### config.mk
export PLATFORM = sky130hd
export DESIGN_NAME = pwm_capture_flat
export DESIGN_NICKNAME = d
export VERILOG_FILES = /design/src/rtl/pwm_capture_if.sv /design/src/rtl/pwm_capture.sv /design/src/flat_wrapper.sv
export SDC_FILE = /design/constraint.sdc
export NUM_CORES = 1
export LEC_CHECK = 0
export CORE_ASPECT_RATIO = 2
export CORE_MARGIN = 10
export CORE_UTILIZATION = 51
export CTS_CLUSTER_DIAMETER = 60
export DETAILED_ROUTE_END_ITERATION = 8
export HOLD_SLACK_MARGIN = 0.08
export PLACE_DENSITY = 0.75
export SLEW_MARGIN = 20
export SYNTH_ARGS = -nofsm -noshare
export SYNTH_HDL_FRONTEND = slang
export SYNTH_SLANG_ARGS = --single-unit
### constraint.sdc
create_clock -name clk_i -period 3.95 [get_ports clk_i]
set_clock_uncertainty 0.05 [all_clocks]
set_input_delay 1.185 -clock clk_i [delete_from_list [all_inputs] [get_ports clk_i]]
set_output_delay 1.185 -clock clk_i [all_outputs]
set_load 0.1 [all_outputs]
### src/rtl/pwm_capture_if.sv
// rtl/pwm_capture_if.sv - measurement result bus published by pwm_capture
interface pwm_capture_if #(
    parameter int W = 5
);
    logic [W-1:0] highCount_o;
    logic [W-1:0] periodCount_o;
    logic         dataValid_STRB_o;
    logic         timeout_o;

    modport master (
        output highCount_o,
        output periodCount_o,
        output dataValid_STRB_o,
        output timeout_o
    );

    modport slave (
        input highCount_o,
        input periodCount_o,
        input dataValid_STRB_o,
        input timeout_o
    );
endinterface

### src/rtl/pwm_capture.sv
// rtl/pwm_capture.sv - PWM high-time/period decoder; PWM_CAPTURE_FILTER_EN adds a 2-sample deglitch
module pwm_capture #(
    parameter int COUNTER_BITWIDTH = 4
) (
    input  logic          clk_i,
    input  logic          rstn_i,
    input  logic          clk_en_i,
    input  logic          enable_i,
    input  logic          pwm_pin_i,
    pwm_capture_if.master res
);
    localparam int W = COUNTER_BITWIDTH + 1;
    localparam logic [W-1:0] MAXCNT = '1;

    typedef enum logic [1:0] {IDLE, SYNC, MEAS} state_t;

    logic         sync1_q, sync2_q;
    logic         samp_q, samp_prev_q, samp_d;
    logic         rise;
    state_t       state_q;
    logic [W-1:0] period_q, high_q;
    logic [W-1:0] high_out_q, period_out_q;
    logic         strb_q, timeout_q;

    always_ff @(posedge clk_i or negedge rstn_i) begin
        if (!rstn_i) begin
            sync1_q <= 1'b0;
            sync2_q <= 1'b0;
        end else begin
            sync1_q <= pwm_pin_i;
            sync2_q <= sync1_q;
        end
    end

`ifdef PWM_CAPTURE_FILTER_EN
    logic filt_q;

    // s follows the synchronizer only once two consecutive ticks agree
    always_ff @(posedge clk_i or negedge rstn_i) begin
        if (!rstn_i) begin
            filt_q <= 1'b0;
        end else if (clk_en_i) begin
            filt_q <= sync2_q;
        end
    end

    assign samp_d = (sync2_q == filt_q) ? sync2_q : samp_q;
`else
    assign samp_d = sync2_q;
`endif

    always_ff @(posedge clk_i or negedge rstn_i) begin
        if (!rstn_i) begin
            samp_q      <= 1'b0;
            samp_prev_q <= 1'b0;
        end else if (clk_en_i) begin
            samp_q      <= samp_d;
            samp_prev_q <= samp_q;
        end
    end

    assign rise = clk_en_i & samp_q & ~samp_prev_q;

    always_ff @(posedge clk_i or negedge rstn_i) begin
        if (!rstn_i) begin
            state_q      <= IDLE;
            period_q     <= '0;
            high_q       <= '0;
            high_out_q   <= '0;
            period_out_q <= '0;
            strb_q       <= 1'b0;
            timeout_q    <= 1'b0;
        end else if (!enable_i) begin
            // disable beats any completion on the same cycle; results hold
            state_q   <= IDLE;
            period_q  <= '0;
            high_q    <= '0;
            strb_q    <= 1'b0;
            timeout_q <= 1'b0;
        end else begin
            strb_q <= 1'b0;
            if (clk_en_i) begin
                case (state_q)
                    IDLE: state_q <= SYNC;
                    SYNC: begin
                        if (rise) begin
                            period_q <= W'(1);
                            high_q   <= W'(1);
                            state_q  <= MEAS;
                        end
                    end
                    MEAS: begin
                        if (rise) begin
                            high_out_q   <= high_q;
                            period_out_q <= period_q;
                            strb_q       <= 1'b1;
                            timeout_q    <= 1'b0;
                            period_q     <= W'(1);
                            high_q       <= W'(1);
                        end else if (period_q == MAXCNT) begin
                            high_out_q   <= samp_q ? MAXCNT : '0;
                            period_out_q <= MAXCNT;
                            strb_q       <= 1'b1;
                            timeout_q    <= 1'b1;
                            period_q     <= '0;
                            high_q       <= '0;
                            state_q      <= SYNC;
                        end else begin
                            period_q <= period_q + W'(1);
                            if (samp_q) begin
                                high_q <= high_q + W'(1);
                            end
                        end
                    end
                    default: state_q <= IDLE;
                endcase
            end
        end
    end

    assign res.highCount_o      = high_out_q;
    assign res.periodCount_o    = period_out_q;
    assign res.dataValid_STRB_o = strb_q;
    assign res.timeout_o        = timeout_q;
endmodule

### src/flat_wrapper.sv
// flat-port wrapper written by rule: the top's interface ports become plain ports
module pwm_capture_flat 
#(
    parameter int COUNTER_BITWIDTH = 4
)
  (clk_i, rstn_i, clk_en_i, enable_i, pwm_pin_i, res_highCount_o, res_periodCount_o, res_dataValid_STRB_o, res_timeout_o);
  pwm_capture_if #(.W(((4) + 1))) res_i ();
  input  logic clk_i;
  input  logic rstn_i;
  input  logic clk_en_i;
  input  logic enable_i;
  input  logic pwm_pin_i;
  output wire logic [$bits(res_i.highCount_o)-1:0] res_highCount_o;
  output wire logic [$bits(res_i.periodCount_o)-1:0] res_periodCount_o;
  output wire logic [$bits(res_i.dataValid_STRB_o)-1:0] res_dataValid_STRB_o;
  output wire logic [$bits(res_i.timeout_o)-1:0] res_timeout_o;
  assign res_highCount_o = res_i.highCount_o;
  assign res_periodCount_o = res_i.periodCount_o;
  assign res_dataValid_STRB_o = res_i.dataValid_STRB_o;
  assign res_timeout_o = res_i.timeout_o;
  pwm_capture #(.COUNTER_BITWIDTH(COUNTER_BITWIDTH)) u_core (.clk_i(clk_i), .rstn_i(rstn_i), .clk_en_i(clk_en_i), .enable_i(enable_i), .pwm_pin_i(pwm_pin_i), .res(res_i));
endmodule
==> reports/results.tsv, run 1 <==
stage	metric	value	unit
layout	fraction_of_final_layout_cells_sized_beyond_drive_strength_1	0.117	
synthesis	post_synth_mux_area_share	0.0311	
synthesis	syn-instance-count	142	
layout	syn_to_final_growth	12.8	%
clock_network	holdBufCountCts	0	
grt	grt_pass1_wl	4.80	mm
route	first_pass_iters	4	
synthesis	synthesis.nets	150	
power	power.ir.vdd_worst	0.263	mV
flow_run	max_cap_viols	0	
critical_path	startpoint	clk_en_i	
critical_path	cp_max_fo	15	
layout	final-instance-count-excl-fill	182	
synthesis	synth-xor-area-share	0	
synthesis	yosys_most_used_dff	sky130_fd_sc_hd__dfrtp_1	
floorplanning	die-height	93.3	um
synthesis	ys_top_cells_by_count	sky130_fd_sc_hd__dfrtp_1 (28), sky130_fd_sc_hd__nor2_1 (23), sky130_fd_sc_hd__a21oi_1 (16)	
critical_path	r2r.worst_path.cells	7	
grt	gr-usage-all-layers	0.106	
timing	min_period	3080	ps
clock_network	post_cts_setup_inserts	0	
layout	antenna-diode-count	0	
route	antenna_violating_nets_left	0	
timing	period_share	0.780	
critical_path	setup.worst_path.end	u_core.high_q[4]$_DFFE_PN0P_	
route	postRouteWirelength	2.76	mm
worst_hold_path	holdCritPathClass	reg -> reg	
synthesis	postSynth.asyncResetShare	1.00	
synthesis	synthesis.area_per_instance	9.64	um^2
clock_network	post_cts.resized_instances	0	
floorplanning	fp.dieW	56.6	um
route	vias_per_cell	5.88	
clock_network	numClockSinks	28	
synthesis	synth.distinct_cells	34	
floorplanning	design.core.area	2570	um^2
floorplanning	io_pins	17	
place	io_buffers	16	
synthesis	synth_largest_type_area_fraction	0.512	
synthesis	post_synth_simple_gate_area	0.240	
synthesis	synth_compound_gate_area_share	0.150	
critical_path	critPathKind	in -> reg	
critical_path	worstSetupStartpointType	input pin	
layout	finish.net_count	164	
critical_path	reg2reg_slack	1650	ps
floorplanning	floorplan.initialDensity	0.533	
clock_network	ctsHtreeMaxLevel	1	
place	post-dp-hpwl	2.06	mm
route	detailroute.via_count	1071	
synthesis	yosys.cell_count.top_type	sky130_fd_sc_hd__dfrtp_1	
outcome	status	completed	
synthesis	netlist_area	1370	um^2
clock_network	clk_pin_slew_worst_paths	80	ps
critical_path	reg2reg_to	u_core.period_q[3]$_DFFE_PN0P_	
floorplanning	fp-row-count	26	
route	drc	0	
synthesis	post_synth_fa_ha_maj_area_fraction	0.0274	
timing	fmax	325	MHz
critical_path	required	4110	ps
place	place_congestion	0.849	
timing	setup_tns	0	ps
timing	rsz0062_at_grt	false	
grt	maximum_number_of_pins_on_one_net_before_global_route_repair	29	
timing	slew-limit-headroom	0.351	
power	total_leakage_power	0.708	nW
timing	setup_viol	0	
route	routedWlPerCell	15.2	um
worst_hold_path	min_path_cells	0	
timing	tightestPinTransition	970	ps
critical_path	arrival	3240	ps
synthesis	sequential_fraction_of_the_synthesis_area	0.512	
clock_network	cts_inserted_buffers	3	
clock_network	clk_latency	270	ps
power	powerDensity	442	nW/um^2
grt	globalRoute.totalOverflow	0	
clock_network	cts.path.max_buffers	2	
grt	number_of_antenna_violations_at_the_first_check_in_global_routing	0	
critical_path	regToRegStartpoint	u_core.period_q[0]$_DFFE_PN0P_	
grt	first_global_vias	1120	
synthesis	synth-seq-cells	28	
timing	final-max-slew-violation-count	0	
timing	hold_viol	0	
place	dpl.cell_count	179	
floorplanning	die_area	5280	um^2
synthesis	netlist_top_cells_area	sky130_fd_sc_hd__dfrtp_1 (51%), sky130_fd_sc_hd__nor2_1 (6.3%), sky130_fd_sc_hd__a21oi_1 (5.9%), sky130_fd_sc_hd__nand2_1 (3.0%), sky130_fd_sc_hd__nand3_1 (2.9%)	
synthesis	yosysWarnings	0	
clock_network	tritoncts	done	
route	number_of_design_rule_violations_left_by_the_first_detailed_router_iteration	22	
critical_path	timing.critical_path.to_type	flip-flop	
synthesis	synth_edf_count	0	
synthesis	main_combinational_cell_family_by_area_after_synthesis	simple AND/OR/NAND/NOR gates	
clock_network	cts_root_buffer	sky130_fd_sc_hd__clkbuf_8	
synthesis	synth_top_area_cell	sky130_fd_sc_hd__dfrtp_1	
[layer usage]
metal  vias up  global-route usage  part of all wire
li1        523                   -                 -
met1       515               0.108              0.40
met2        24               0.195              0.53
met3         9              0.0285             0.041
met4         0              0.0444             0.029
met5         -                   0                 0
[placed cells by master, fill, tap and decap left out]
cell type,netlist,layout
sky130_fd_sc_hd__a21oi_2,1,1
sky130_fd_sc_hd__nand3b_1,2,2
sky130_fd_sc_hd__nand2b_1,4,4
sky130_fd_sc_hd__mux2i_1,2,2
sky130_fd_sc_hd__and3_1,1,1
sky130_fd_sc_hd__dfrtp_1,28,28
sky130_fd_sc_hd__o21a_1,1,1
sky130_fd_sc_hd__ha_1,3,3
sky130_fd_sc_hd__nand2b_4,1,1
sky130_fd_sc_hd__nand4_1,3,3
sky130_fd_sc_hd__mux2_2,2,2
sky130_fd_sc_hd__nor2b_1,1,1
sky130_fd_sc_hd__clkdlybuf4s50_1,0,7
sky130_fd_sc_hd__inv_1,2,2
sky130_fd_sc_hd__nand3b_4,1,1
sky130_fd_sc_hd__clkbuf_8,0,3
sky130_fd_sc_hd__nor3_1,3,3
sky130_fd_sc_hd__o211a_1,1,1
sky130_fd_sc_hd__and2_1,1,1
sky130_fd_sc_hd__o2bb2ai_1,3,3
sky130_fd_sc_hd__nor2_1,23,23
sky130_fd_sc_hd__a21oi_1,16,16
sky130_fd_sc_hd__and3b_1,1,1
sky130_fd_sc_hd__o22ai_1,2,2
sky130_fd_sc_hd__buf_4,2,10
sky130_fd_sc_hd__a22o_1,1,1
sky130_fd_sc_hd__nand3_1,8,8
sky130_fd_sc_hd__nand2_1,11,11
sky130_fd_sc_hd__o21bai_1,2,2
sky130_fd_sc_hd__o21ai_0,6,6
sky130_fd_sc_hd__a31oi_1,1,1
sky130_fd_sc_hd__or4_1,2,2
sky130_fd_sc_hd__nand4bb_1,1,1
[power by group]
part | switching, mW | leakage (nW) | total [mW] | internal (mW)
Clock | 0.0819 | 0.0216 | 0.150 | 0.0685
Sequential | 0.0176 | 0.377 | 0.326 | 0.308
Combinational | 0.158 | 0.310 | 0.207 | 0.0483
[how the worst min path moves through the flow]
stage          slack [ps]                      end                      from
2_1_floorplan         280  u_core.samp_d$_DFF_PN0_  u_core.sync1_q$_DFF_PN0_
3_3_place_gp          290  u_core.samp_d$_DFF_PN0_  u_core.sync1_q$_DFF_PN0_
3_5_place_dp          290  u_core.samp_d$_DFF_PN0_  u_core.sync1_q$_DFF_PN0_
4_1_cts               320  u_core.samp_d$_DFF_PN0_  u_core.sync1_q$_DFF_PN0_
5_1_grt               340  u_core.samp_d$_DFF_PN0_  u_core.sync1_q$_DFF_PN0_
6_report              310  u_core.samp_d$_DFF_PN0_  u_core.sync1_q$_DFF_PN0_
[worst max-delay path, stage by stage]
cell and delay, ps:
sky130_fd_sc_hd__clkdlybuf4s50_1 760, sky130_fd_sc_hd__nand3b_4 270, sky130_fd_sc_hd__o211a_1 420, sky130_fd_sc_hd__or4_1 500, sky130_fd_sc_hd__nand3_1 90
[sequential cells by signal (all words and copies together) (netlist names)]
name,cells
u_core.period_q,5
u_core.high_q,5
u_core.res.periodCount_o,5
u_core.sync1_q,1
u_core.samp_d,1
u_core.res.timeout_o,1
u_core.state_q,2
u_core.samp_q,1
u_core.res.highCount_o,5
u_core.samp_prev_q,1
u_core.res.dataValid_STRB_o,1
[per-stage QoR]
stage	power (mW)	setup slack, ps	hold WS, ps	util	instance area, um^2
6_report	0.683	870	313	0.601	1540
3_5_place_dp	0.540	581	293	0.585	1500
2_1_floorplan	0.492	1660	281	-	1370
3_3_place_gp	0.536	644	295	0.585	1500
4_1_cts	0.688	859	320	0.601	1540
5_1_grt	0.712	760	335	0.601	1540
[cells by family (layout without fill, tap and decap cells)]
family                     Yosys count  count (layout)
AOI/OAI and AO/OA                   34              34
muxes                                4               4
adders and majority gates            3               3
buffers and inverters               10              22
DFF                                 28              28
and+or+nand+nor                     63              63
[layout make-up]
cell class                 count  area, um^2
clock buffer                   3        41.3
fill                         232        1030
inverter                       2        7.51
multi-input combinational    104         614
sequential                    28         701
tap                           28        35.0
timing repair buffer          17         145
(Power assumes the default switching activity.)
==> run 2: changes to the inputs <==
Settings changed: CORE_UTILIZATION 51 to 48, PLACE_DENSITY 0.75 to 0.74.
Clock period 3.95 ns to 2.6 ns, I/O delays scaled along.
==> run 2 against run 1 <==
Wire length grew 2.6%. Register-to-register slack got worse by 1400 ps. Clock power is 130% higher. Count of clock-buffer cells in the layout is the same.
==> reports/results.tsv, run 2 (synthesized netlist as in run 1, its figures left out) <==
stage	metric	value	unit
route	first_pass_iters	4	
route	met3_wirelength	177	um
grt	number_of_antenna_violations_at_the_first_check_in_global_routing	0	
flow_run	max_cap_viols	0	
clock_network	post_cts_setup_inserts	0	
timing	tightestPinTransition	403	ps
grt	grt_pass1_wl	4.70	mm
floorplanning	design.core.area	2740	um^2
timing	hold_viol	0	
timing	rsz0062_at_grt	false	
critical_path	critPathKind	reg -> reg	
layout	ff_latch_area	701	um^2
clock_network	post_cts.resized_instances	0	
timing	setup_viol	0	
route	top_layer	met4	
timing	setup_tns	0	ps
floorplanning	die_area	5520	um^2
critical_path	required	2760	ps
layout	most_common_cell_after_layout_fill_and_taps_aside	sky130_fd_sc_hd__dfrtp_1	
layout	final-instance-count-excl-fill	192	
worst_hold_path	holdCritPathClass	reg -> reg	
clock_network	cts.path.max_buffers	2	
clock_network	clk_pin_slew_worst_paths	90	ps
layout	layout.filler_cells	223	
layout	syn_to_final_growth	18.9	%
floorplanning	io_pins	17	
layout	finish.net_count	172	
clock_network	holdBufCountCts	0	
floorplanning	fp-row-count	27	
grt	first_global_vias	1059	
route	vias_per_cell	5.67	
route	antenna_violating_nets_left	0	
critical_path	arrival	2510	ps
route	routed-wl-met2	1.46	mm
clock_network	ctsHtreeMaxLevel	1	
power	powerDensity	709	nW/um^2
grt	globalRoute.totalOverflow	0	
layout	fraction_of_final_layout_cells_sized_beyond_drive_strength_1	0.184	
clock_network	cts_inserted_buffers	3	
place	place_congestion	0.839	
route	met1_length	1.13	mm
place	dpl.cell_count	188	
route	drc	0	
route	postRouteWirelength	2.83	mm
route	number_of_design_rule_violations_left_by_the_first_detailed_router_iteration	24	
clock_network	tritoncts	done	
timing	period_share	0.904	
critical_path	worstSetupStartpointType	flip-flop	
grt	gr-usage-all-layers	0.105	
clock_network	clk_latency	270	ps
timing	min_period	2350	ps
layout	final_cell_mix	sky130_fd_sc_hd__dfrtp_1 (28), sky130_fd_sc_hd__nor2_1 (23), sky130_fd_sc_hd__buf_4 (21)	
critical_path	timing.critical_path.to_type	flip-flop	
grt	maximum_number_of_pins_on_one_net_before_global_route_repair	29	
power	total_leakage_power	0.768	nW
clock_network	cts_root_buffer	sky130_fd_sc_hd__clkbuf_8	
place	place_worst_setup_slack	115	ps
place	post-dp-hpwl	2.08	mm
floorplanning	floorplan.initialDensity	0.500	
floorplanning	die-height	95.5	um
timing	slew-limit-headroom	0.731	
power	power.ir.vdd_worst	0.505	mV
timing	worst_slack	251	ps
layout	multi_input_comb_area	614	um^2
clock_network	numClockSinks	28	
critical_path	reg2reg_slack	250	ps
outcome	status	completed	
timing	final-max-slew-violation-count	0	
timing	fmax	426	MHz
place	io_buffers	16	
floorplanning	fp.dieW	57.8	um
route	routedWlPerCell	14.7	um
layout	antenna-diode-count	0	
route	detailroute.via_count	1088	
critical_path	cp_max_fo	7	
run 2: cell count changes in the layout (fill, tap and decap cells not counted), sizes merged:
cell,delta
buf,+11
clkdlybuf4s50,-3
bufinv,+1
run 2: report_power, final:
group	internal, mW	switching, mW	leakage (nW)
Sequential	0.468	0.0274	0.377
Clock	0.206	0.132	0.0357
Combinational	0.0794	0.242	0.355
run 2: final timing paths:
check | startpoint | to | depth (start not counted)
max in group asynchronous | rstn_i | u_core.res.highCount_o[3]$_DFFE_PN0P_ | 2
setup / recovery | u_core.period_q[0]$_DFFE_PN0P_ | u_core.period_q[3]$_DFFE_PN0P_ | 7
hold / removal | u_core.sync1_q$_DFF_PN0_ | u_core.samp_d$_DFF_PN0_ | 0
min in group asynchronous | rstn_i | u_core.high_q[3]$_DFFE_PN0P_ | 2
hold reg to reg | u_core.sync1_q$_DFF_PN0_ | u_core.samp_d$_DFF_PN0_ | 0
setup reg to reg | u_core.period_q[0]$_DFFE_PN0P_ | u_core.period_q[3]$_DFFE_PN0P_ | 7
run 2: per-layer routing:
metal  global-route usage  vias to the layer above
met1                0.105                      513
li1                     -                      540
met2                0.192                       27
met3               0.0320                        8
met4               0.0492                        0
met5                    0                        -
run 2: area by class of cell:
class                           instances  area share
Sequential cell                        28       0.430
Multi-Input combinational cell        104       0.377
Timing Repair Buffer                   25       0.121
Clock buffer                            3      0.0254
Tap cell                               29      0.0223
Clock inverter                          1      0.0184
Inverter                                2     0.00461
run 2: worst max-delay path, cell delays in order (launching register included):
cell and delay, ps:
sky130_fd_sc_hd__dfrtp_1 430, sky130_fd_sc_hd__ha_1 250, sky130_fd_sc_hd__and3_1 190, sky130_fd_sc_hd__ha_1 270
sky130_fd_sc_hd__nand4bb_1 270, sky130_fd_sc_hd__nand2b_4 200, sky130_fd_sc_hd__or4_1 520, sky130_fd_sc_hd__nand3_1 100
run 2: through the flow:
stage          instance area, um^2  utilization  hold WS, ps  total power, mW
2_1_floorplan                 1370            -          281            0.748
3_3_place_gp                  1560        0.569          290            0.823
3_5_place_dp                  1560        0.569          291            0.827
4_1_cts                       1630        0.595          313             1.17
5_1_grt                       1630        0.595          327             1.20
6_report                      1630        0.595          309             1.15
